`config.mk`:
```
export PLATFORM = sky130hd
export DESIGN_NAME = inst_record_table
export DESIGN_NICKNAME = d
export VERILOG_FILES = /design/src/rtl/inst_record_table.sv
export SDC_FILE = /design/constraint.sdc
export NUM_CORES = 2
export LEC_CHECK = 0
export BUFFER_PORTS_ARGS = -buffer_cell sky130_fd_sc_hd__buf_2
export CAP_MARGIN = 20
export CORE_AREA = 3 3 551 553
export DETAILED_ROUTE_END_ITERATION = 8
export DIE_AREA = 0 0 554 556
export PLACE_DENSITY = 0.35
export SETUP_SLACK_MARGIN = 0.5
export SLEW_MARGIN = 20
export SYNTH_ARGS = -nofsm -noshare
export SYNTH_HDL_FRONTEND = slang
export SYNTH_SLANG_ARGS = --single-unit
```
`constraint.sdc`:
```
create_clock -name clock -period 4.3 [get_ports clock]
set_input_delay 0 -clock clock [delete_from_list [all_inputs] [get_ports clock]]
set_output_delay 0 -clock clock [all_outputs]
set_load 0.05 [all_outputs]
```
`src/rtl/inst_record_table.sv`:
```
// inst_record_table
// Per-lane table of hazard records for in-flight vector instructions.
// Issue allocates a record into the lowest free slot. Writeback ORs completed
// element bits into that record's elementMask. Completion retires the record.
// Slots are never reordered. Consumers derive age from instIndex only.
//
// Ports
//   clock, reset (async, active-low)
//   alloc_*          allocate request (valid/ready) plus the captured record fields
//   upd_*            element-completion update: OR upd_mask into the matching record
//   ret_*            retire request for the matching record
//   rec_*            registered per-slot record state, slot i at [i*w +: w]
//   occupancy        registered count of valid slots
//   dup_err          sticky flag: an alloc arrived whose instIndex was already resident
//
// Configuration macro: RECORD_TABLE_AUTO_RETIRE_EN
//   When defined, a record whose elementMask becomes all-ones retires automatically
//   on the same edge that writes the last bit.
module inst_record_table #(
    parameter int NR    = 4,
    parameter int MASKW = 256
) (
    input  logic                 clock,
    input  logic                 reset,
    input  logic                 alloc_valid,
    output logic                 alloc_ready,
    input  logic                 alloc_vd_valid,
    input  logic [4:0]           alloc_vd_bits,
    input  logic                 alloc_vs1_valid,
    input  logic [4:0]           alloc_vs1_bits,
    input  logic [4:0]           alloc_vs2,
    input  logic [2:0]           alloc_instIndex,
    input  logic                 alloc_gather,
    input  logic                 alloc_gather16,
    input  logic                 alloc_onlyRead,
    input  logic                 upd_valid,
    input  logic [2:0]           upd_instIndex,
    input  logic [MASKW-1:0]     upd_mask,
    input  logic                 ret_valid,
    input  logic [2:0]           ret_instIndex,
    output logic [NR-1:0]        rec_valid,
    output logic [NR-1:0]        rec_vd_valid,
    output logic [NR*5-1:0]      rec_vd_bits,
    output logic [NR-1:0]        rec_vs1_valid,
    output logic [NR*5-1:0]      rec_vs1_bits,
    output logic [NR*5-1:0]      rec_vs2,
    output logic [NR*3-1:0]      rec_instIndex,
    output logic [NR-1:0]        rec_gather,
    output logic [NR-1:0]        rec_gather16,
    output logic [NR-1:0]        rec_onlyRead,
    output logic [NR*MASKW-1:0]  rec_elementMask,
    output logic [3:0]           occupancy,
    output logic                 dup_err
);

    logic [NR-1:0]             validQ;
    logic [NR-1:0]             vdValidQ;
    logic [NR-1:0][4:0]        vdBitsQ;
    logic [NR-1:0]             vs1ValidQ;
    logic [NR-1:0][4:0]        vs1BitsQ;
    logic [NR-1:0][4:0]        vs2Q;
    logic [NR-1:0][2:0]        instIndexQ;
    logic [NR-1:0]             gatherQ;
    logic [NR-1:0]             gather16Q;
    logic [NR-1:0]             onlyReadQ;
    logic [NR-1:0][MASKW-1:0]  maskQ;
    logic [3:0]                occupancyQ;
    logic                      dupErrQ;

    logic [NR-1:0]             retHit;
    logic [NR-1:0]             updHit;
    logic [NR-1:0]             autoRet;
    logic [NR-1:0]             freeOneHot;
    logic [NR-1:0]             allocGrant;
    logic [NR-1:0]             validNext;
    logic [NR-1:0][MASKW-1:0]  maskNext;
    logic                      dupHit;
    logic                      allocFire;
    logic [3:0]                countNext;

    // Readiness looks only at registered state, so a slot freed by a retire
    // this cycle becomes allocatable one cycle later.
    assign alloc_ready = ~&validQ;

    // Lowest clear bit of validQ, isolated as a one-hot vector.
    assign freeOneHot = ~validQ & (validQ + NR'(1));

    // Per-slot hit decode, duplicate detection and next-state for valid/mask.
    // A slot retiring this cycle does not count as a duplicate, which lets an
    // instIndex wrap around and be reused on the same edge it retires; the
    // new record then lands in a different (already free) slot.
    // Retire takes precedence over an update aimed at the same record.
    always_comb begin
        retHit    = '0;
        updHit    = '0;
        autoRet   = '0;
        dupHit    = 1'b0;
        validNext = '0;
        maskNext  = maskQ;
        countNext = '0;
        for (int i = 0; i < NR; i++) begin
            retHit[i] = ret_valid & validQ[i] & (instIndexQ[i] == ret_instIndex);
            updHit[i] = upd_valid & validQ[i] & (instIndexQ[i] == upd_instIndex) & ~retHit[i];
            if (validQ[i] && (instIndexQ[i] == alloc_instIndex) && !retHit[i]) begin
                dupHit = 1'b1;
            end
`ifdef RECORD_TABLE_AUTO_RETIRE_EN
            autoRet[i] = updHit[i] & (&(maskQ[i] | upd_mask));
`else
            autoRet[i] = 1'b0;
`endif
        end
        allocFire  = alloc_valid & alloc_ready & ~dupHit;
        allocGrant = allocFire ? freeOneHot : '0;
        for (int i = 0; i < NR; i++) begin
            if (retHit[i] || autoRet[i]) begin
                maskNext[i] = '0;
            end else if (allocGrant[i]) begin
                maskNext[i] = '0;
            end else if (updHit[i]) begin
                maskNext[i] = maskQ[i] | upd_mask;
            end
            validNext[i] = (validQ[i] & ~retHit[i] & ~autoRet[i]) | allocGrant[i];
            countNext    = countNext + 4'(validNext[i]);
        end
    end

    // Record storage. Retired slots keep stale fields; only valid and mask clear.
    always_ff @(posedge clock or negedge reset) begin
        if (!reset) begin
            validQ     <= '0;
            vdValidQ   <= '0;
            vdBitsQ    <= '0;
            vs1ValidQ  <= '0;
            vs1BitsQ   <= '0;
            vs2Q       <= '0;
            instIndexQ <= '0;
            gatherQ    <= '0;
            gather16Q  <= '0;
            onlyReadQ  <= '0;
            maskQ      <= '0;
            occupancyQ <= '0;
            dupErrQ    <= 1'b0;
        end else begin
            validQ     <= validNext;
            maskQ      <= maskNext;
            occupancyQ <= countNext;
            dupErrQ    <= dupErrQ | (alloc_valid & alloc_ready & dupHit);
            for (int i = 0; i < NR; i++) begin
                if (allocGrant[i]) begin
                    vdValidQ[i]   <= alloc_vd_valid;
                    vdBitsQ[i]    <= alloc_vd_bits;
                    vs1ValidQ[i]  <= alloc_vs1_valid;
                    vs1BitsQ[i]   <= alloc_vs1_bits;
                    vs2Q[i]       <= alloc_vs2;
                    instIndexQ[i] <= alloc_instIndex;
                    gatherQ[i]    <= alloc_gather;
                    gather16Q[i]  <= alloc_gather16;
                    onlyReadQ[i]  <= alloc_onlyRead;
                end
            end
        end
    end

    assign rec_valid       = validQ;
    assign rec_vd_valid    = vdValidQ;
    assign rec_vd_bits     = vdBitsQ;
    assign rec_vs1_valid   = vs1ValidQ;
    assign rec_vs1_bits    = vs1BitsQ;
    assign rec_vs2         = vs2Q;
    assign rec_instIndex   = instIndexQ;
    assign rec_gather      = gatherQ;
    assign rec_gather16    = gather16Q;
    assign rec_onlyRead    = onlyReadQ;
    assign rec_elementMask = maskQ;
    assign occupancy       = occupancyQ;
    assign dup_err         = dupErrQ;

endmodule

```
==> flow_summary_export.csv <==
group,metric,value,unit
logic_synthesis,synth_top_area_share,70.03,%
timing,setup_violations,0,
global_route,antenna_found_initial,90,
clock_tree,numCtsBuffers,144,
die,ioPinCount,1416,
logic_synthesis,ys_warn_count,0,
die,die-width,554,um
worst_setup_path,path_class,"flop to flop",
placement,dp_hpwl,177000,um
die,core_area,299300,um2
logic_synthesis,syn_area,40160,um2
logic_synthesis,yosys-top-cells-count,"dfrtp_1 (1124), a21oi_1 (1024), nor2_1 (1004)",
timing,rsz0062_at_grt,"false",
worst_setup_path,worst-path-buf-inv,0,
global_route,overflow,0,
logic_synthesis,async_flop_share,100.0,%
job,drv_cap,0,
clock_tree,cts-root-buf,"clkbuf_16",
timing,fin_crit_sh,74.61,%
layout,nNetsFinal,5639,
die,die_y,556,um
clock_tree,clk_pin_slew_worst_paths,0.05,ns
routing,drt_wl_total,237900,um
worst_setup_path,cp-start-kind,"flop",
routing,drt-initial-drc-count,2613,
clock_tree,cts_tree,"yes",
timing,period_minus_slack,3.208,ns
routing,post-route-drc-count,0,
logic_synthesis,seq_area_frac_synth,70.03,%
logic_synthesis,synth_cell_types,35,
logic_synthesis,syn_nets,3889,
logic_synthesis,netlist_top_cells_area,"dfrtp_1 (70%), a21oi_1 (13%), nor2_1 (9.4%), mux2_2 (2.6%), clkbuf_1 (1.8%)",
layout,area_growth,49.78,%
hold_path,hold_class,"input pin to flop",
worst_setup_path,cp_top_family,"simple AND/OR/NAND/NOR gates",
placement,place.gp.congestion,0.8162,
routing,firstDrtPassIters,5,
worst_setup_path,crit_fanout,14,
timing,drv_slew,0,
clock_tree,post_cts_resized,0,
worst_setup_path,crit_chain,"xnor2_1 > and4_1 > or4_1 > and4b_1 > a21o_1 > fa_1 > ha_1 > ha_1",
timing,maxSlewHeadroom,32.48,%
logic_synthesis,synth_top_cell_by_area,"dfrtp_1",
layout,seqCellArea,28130,um2
die,die_area,308000,um2
timing,max_freq,0.3117,GHz
global_route,grt_usage,14.85,%
layout,multi_input_area,10860,um2
worst_setup_path,max_stage_delay,0.57,ns
clock_tree,ctsLongestPathBuffers,4,
logic_synthesis,synth_edf_count,0,
worst_setup_path,arrival,3.86,ns
timing,fin_skew,0.03696,ns
logic_synthesis,yosysMostFrequentCell,"dfrtp_1",
clock_tree,cts_sinks,1124,
global_route,grt_pass1_wl,323700,um
worst_setup_path,worstPathRequired,4.95,ns
timing,worstMarginPinSlew,1.013,ns
timing,hold_violations,0,
logic_synthesis,yosys_register_bits,1124,
routing,vias_per_cell,3.770,
timing,setup_tns,0,ns
routing,vias,35498,
placement,io_buffers,1414,
layout,drive_gt1_share,33.92,%
worst_setup_path,cp_slowest_cell,"or4_1",
logic_synthesis,synth_cells,3596,
clock_tree,cts_hold_buf,330,
die,rows,201,
status,outcome,"completed",
clock_tree,cts_setup_buffers,0,
routing,drt.antenna.violating_nets,0,
logic_synthesis,synth.avg_cell_area,11.17,um2
worst_setup_path,cpMostUsedCell,"ha_1",
die,start_util,13.42,%
clock_tree,clock_latency,0.79,ns
global_route,grt_pass1_vias,36398,
routing,wl_per_cell,25.27,um
logic_synthesis,synth-main-ff-cell,"dfrtp_1",
layout,n_fill_cell,33201,
worst_setup_path,end_kind,"flop",
clock_tree,cts_max_level,4,
global_route,grt_max_degree,127,
==> logic make-up (layout without fill, tap and decap cells) <==
family          count (synthesis)  in the layout  synth area share (%)
fa+ha+maj                       3              3                0.1121
xor+xnor                       36             36                0.7851
flops                        1124           1124                 70.03
mux                            92             92                 2.579
other cells                     1             17              0.009337
simple gates                 1061           1061                 10.46
compound gates               1032           1032                 12.93
buf+inv                       247           2094                 3.093
==> metal layers <==
metal | vias to the layer above | track usage (%) | share of wire, %
li1 | 15517 | - | -
met1 | 18023 | 18.56 | 42
met2 | 1559 | 23.69 | 45
met3 | 349 | 5.897 | 10
met4 | 50 | 3.878 | 2.8
met5 | - | 0 | 0.13
==> stage by stage <==
stage | instances | worst slack (ns) | hold WS [ns] | area [um2] | util (%)
5_1_grt | 9405 | 0.9520 | 0.03882 | 60130 | 20.09
3_5_place_dp | 8828 | 1.052 | 0.05053 | 52270 | 17.47
4_1_cts | 9401 | 1.053 | 0.001024 | 60120 | 20.09
6_report | 9417 | 1.092 | 0.1012 | 60160 | 20.10
3_3_place_gp | 8828 | 1.035 | 0.04988 | 52270 | 17.47
2_1_floorplan | 3596 | 0.9537 | -0.2956 | 40160 | -
==> final cells by class <==
cell class / count / share of cell area (%)
diodes: 16 / 0.06656
multi-input cells: 2225 / 18.05
repair buffers: 1850 / 19.37
clock inverters: 31 / 0.6032
well taps: 3958 / 8.232
inverters: 1 / 0.006240
clock buffers: 212 / 6.918
flip-flops and latches: 1124 / 46.76
==> sequential cells by signal, indices dropped and copies added, names as in the netlist <==
| signal | count |
|---|---|
| dup_err | 1 |
| occupancy | 3 |
| rec_elementMask | 1024 |
| rec_gather | 4 |
| rec_gather16 | 4 |
| rec_instIndex | 12 |
| rec_onlyRead | 4 |
| rec_valid | 4 |
| rec_vd_bits | 20 |
| rec_vd_valid | 4 |
| rec_vs1_bits | 20 |
| rec_vs1_valid | 4 |
| rec_vs2 | 20 |
==> worst register-to-register path: stages (launching register included) <==
cell and delay (ns):
dfrtp_1 0.44, xnor2_1 0.16, and4_1 0.20, or4_1 0.57, and4b_1 0.45, a21o_1 0.30, fa_1 0.48, ha_1 0.19
ha_1 0.29
==> worst paths after layout <==
kind | start | end | slack, ns | depth (start not counted)
setup / recovery | rec_instIndex[11]$_DFFE_PN0P_ | occupancy[1]$_DFF_PN0_ | 1.09 | 8
hold / removal | upd_mask[119] | rec_elementMask[887]$_DFFE_PN0P_ | 0.10 | 4
setup reg to reg | rec_instIndex[11]$_DFFE_PN0P_ | occupancy[1]$_DFF_PN0_ | 1.09 | 8
hold reg to reg | rec_elementMask[164]$_DFFE_PN0P_ | rec_elementMask[164]$_DFFE_PN0P_ | 0.48 | 2
max in group asynchronous | reset | rec_elementMask[941]$_DFFE_PN0P_ | 3.10 | 3
min in group asynchronous | reset | rec_elementMask[913]$_DFFE_PN0P_ | 0.11 | 3
==> layout by cell type (no fill, tap or decap), types with 2 or more instances in the layout <==
| cell type | Yosys | routed |
|---|---|---|
| ha_1 | 2 | 2 |
| buf_12 | 0 | 36 |
| buf_4 | 7 | 70 |
| mux2_2 | 92 | 92 |
| and4_1 | 3 | 3 |
| a21oi_1 | 1024 | 1024 |
| xor2_1 | 15 | 15 |
| nand2_1 | 12 | 12 |
| dlygate4sd3_1 | 0 | 329 |
| nand3_1 | 6 | 6 |
| inv_16 | 0 | 2 |
| buf_2 | 17 | 1413 |
| clkbuf_1 | 190 | 40 |
| clkinv_4 | 0 | 2 |
| nand4_1 | 3 | 3 |
| nor2_4 | 20 | 20 |
| clkinv_8 | 0 | 2 |
| clkbuf_8 | 0 | 26 |
| inv_6 | 0 | 4 |
| clkinvlp_4 | 0 | 3 |
| clkbuf_16 | 0 | 146 |
| nor3_2 | 0 | 4 |
| o31ai_4 | 0 | 3 |
| or3_1 | 3 | 3 |
| bufinv_16 | 0 | 4 |
| clkinv_2 | 0 | 13 |
| xnor2_1 | 21 | 21 |
| nor2_1 | 1004 | 1004 |
| diode_2 | 0 | 16 |
| dfrtp_1 | 1124 | 1124 |
Power is not shown: default switching activity piles up to over one toggle a cycle in this logic, so the estimate is an artifact.
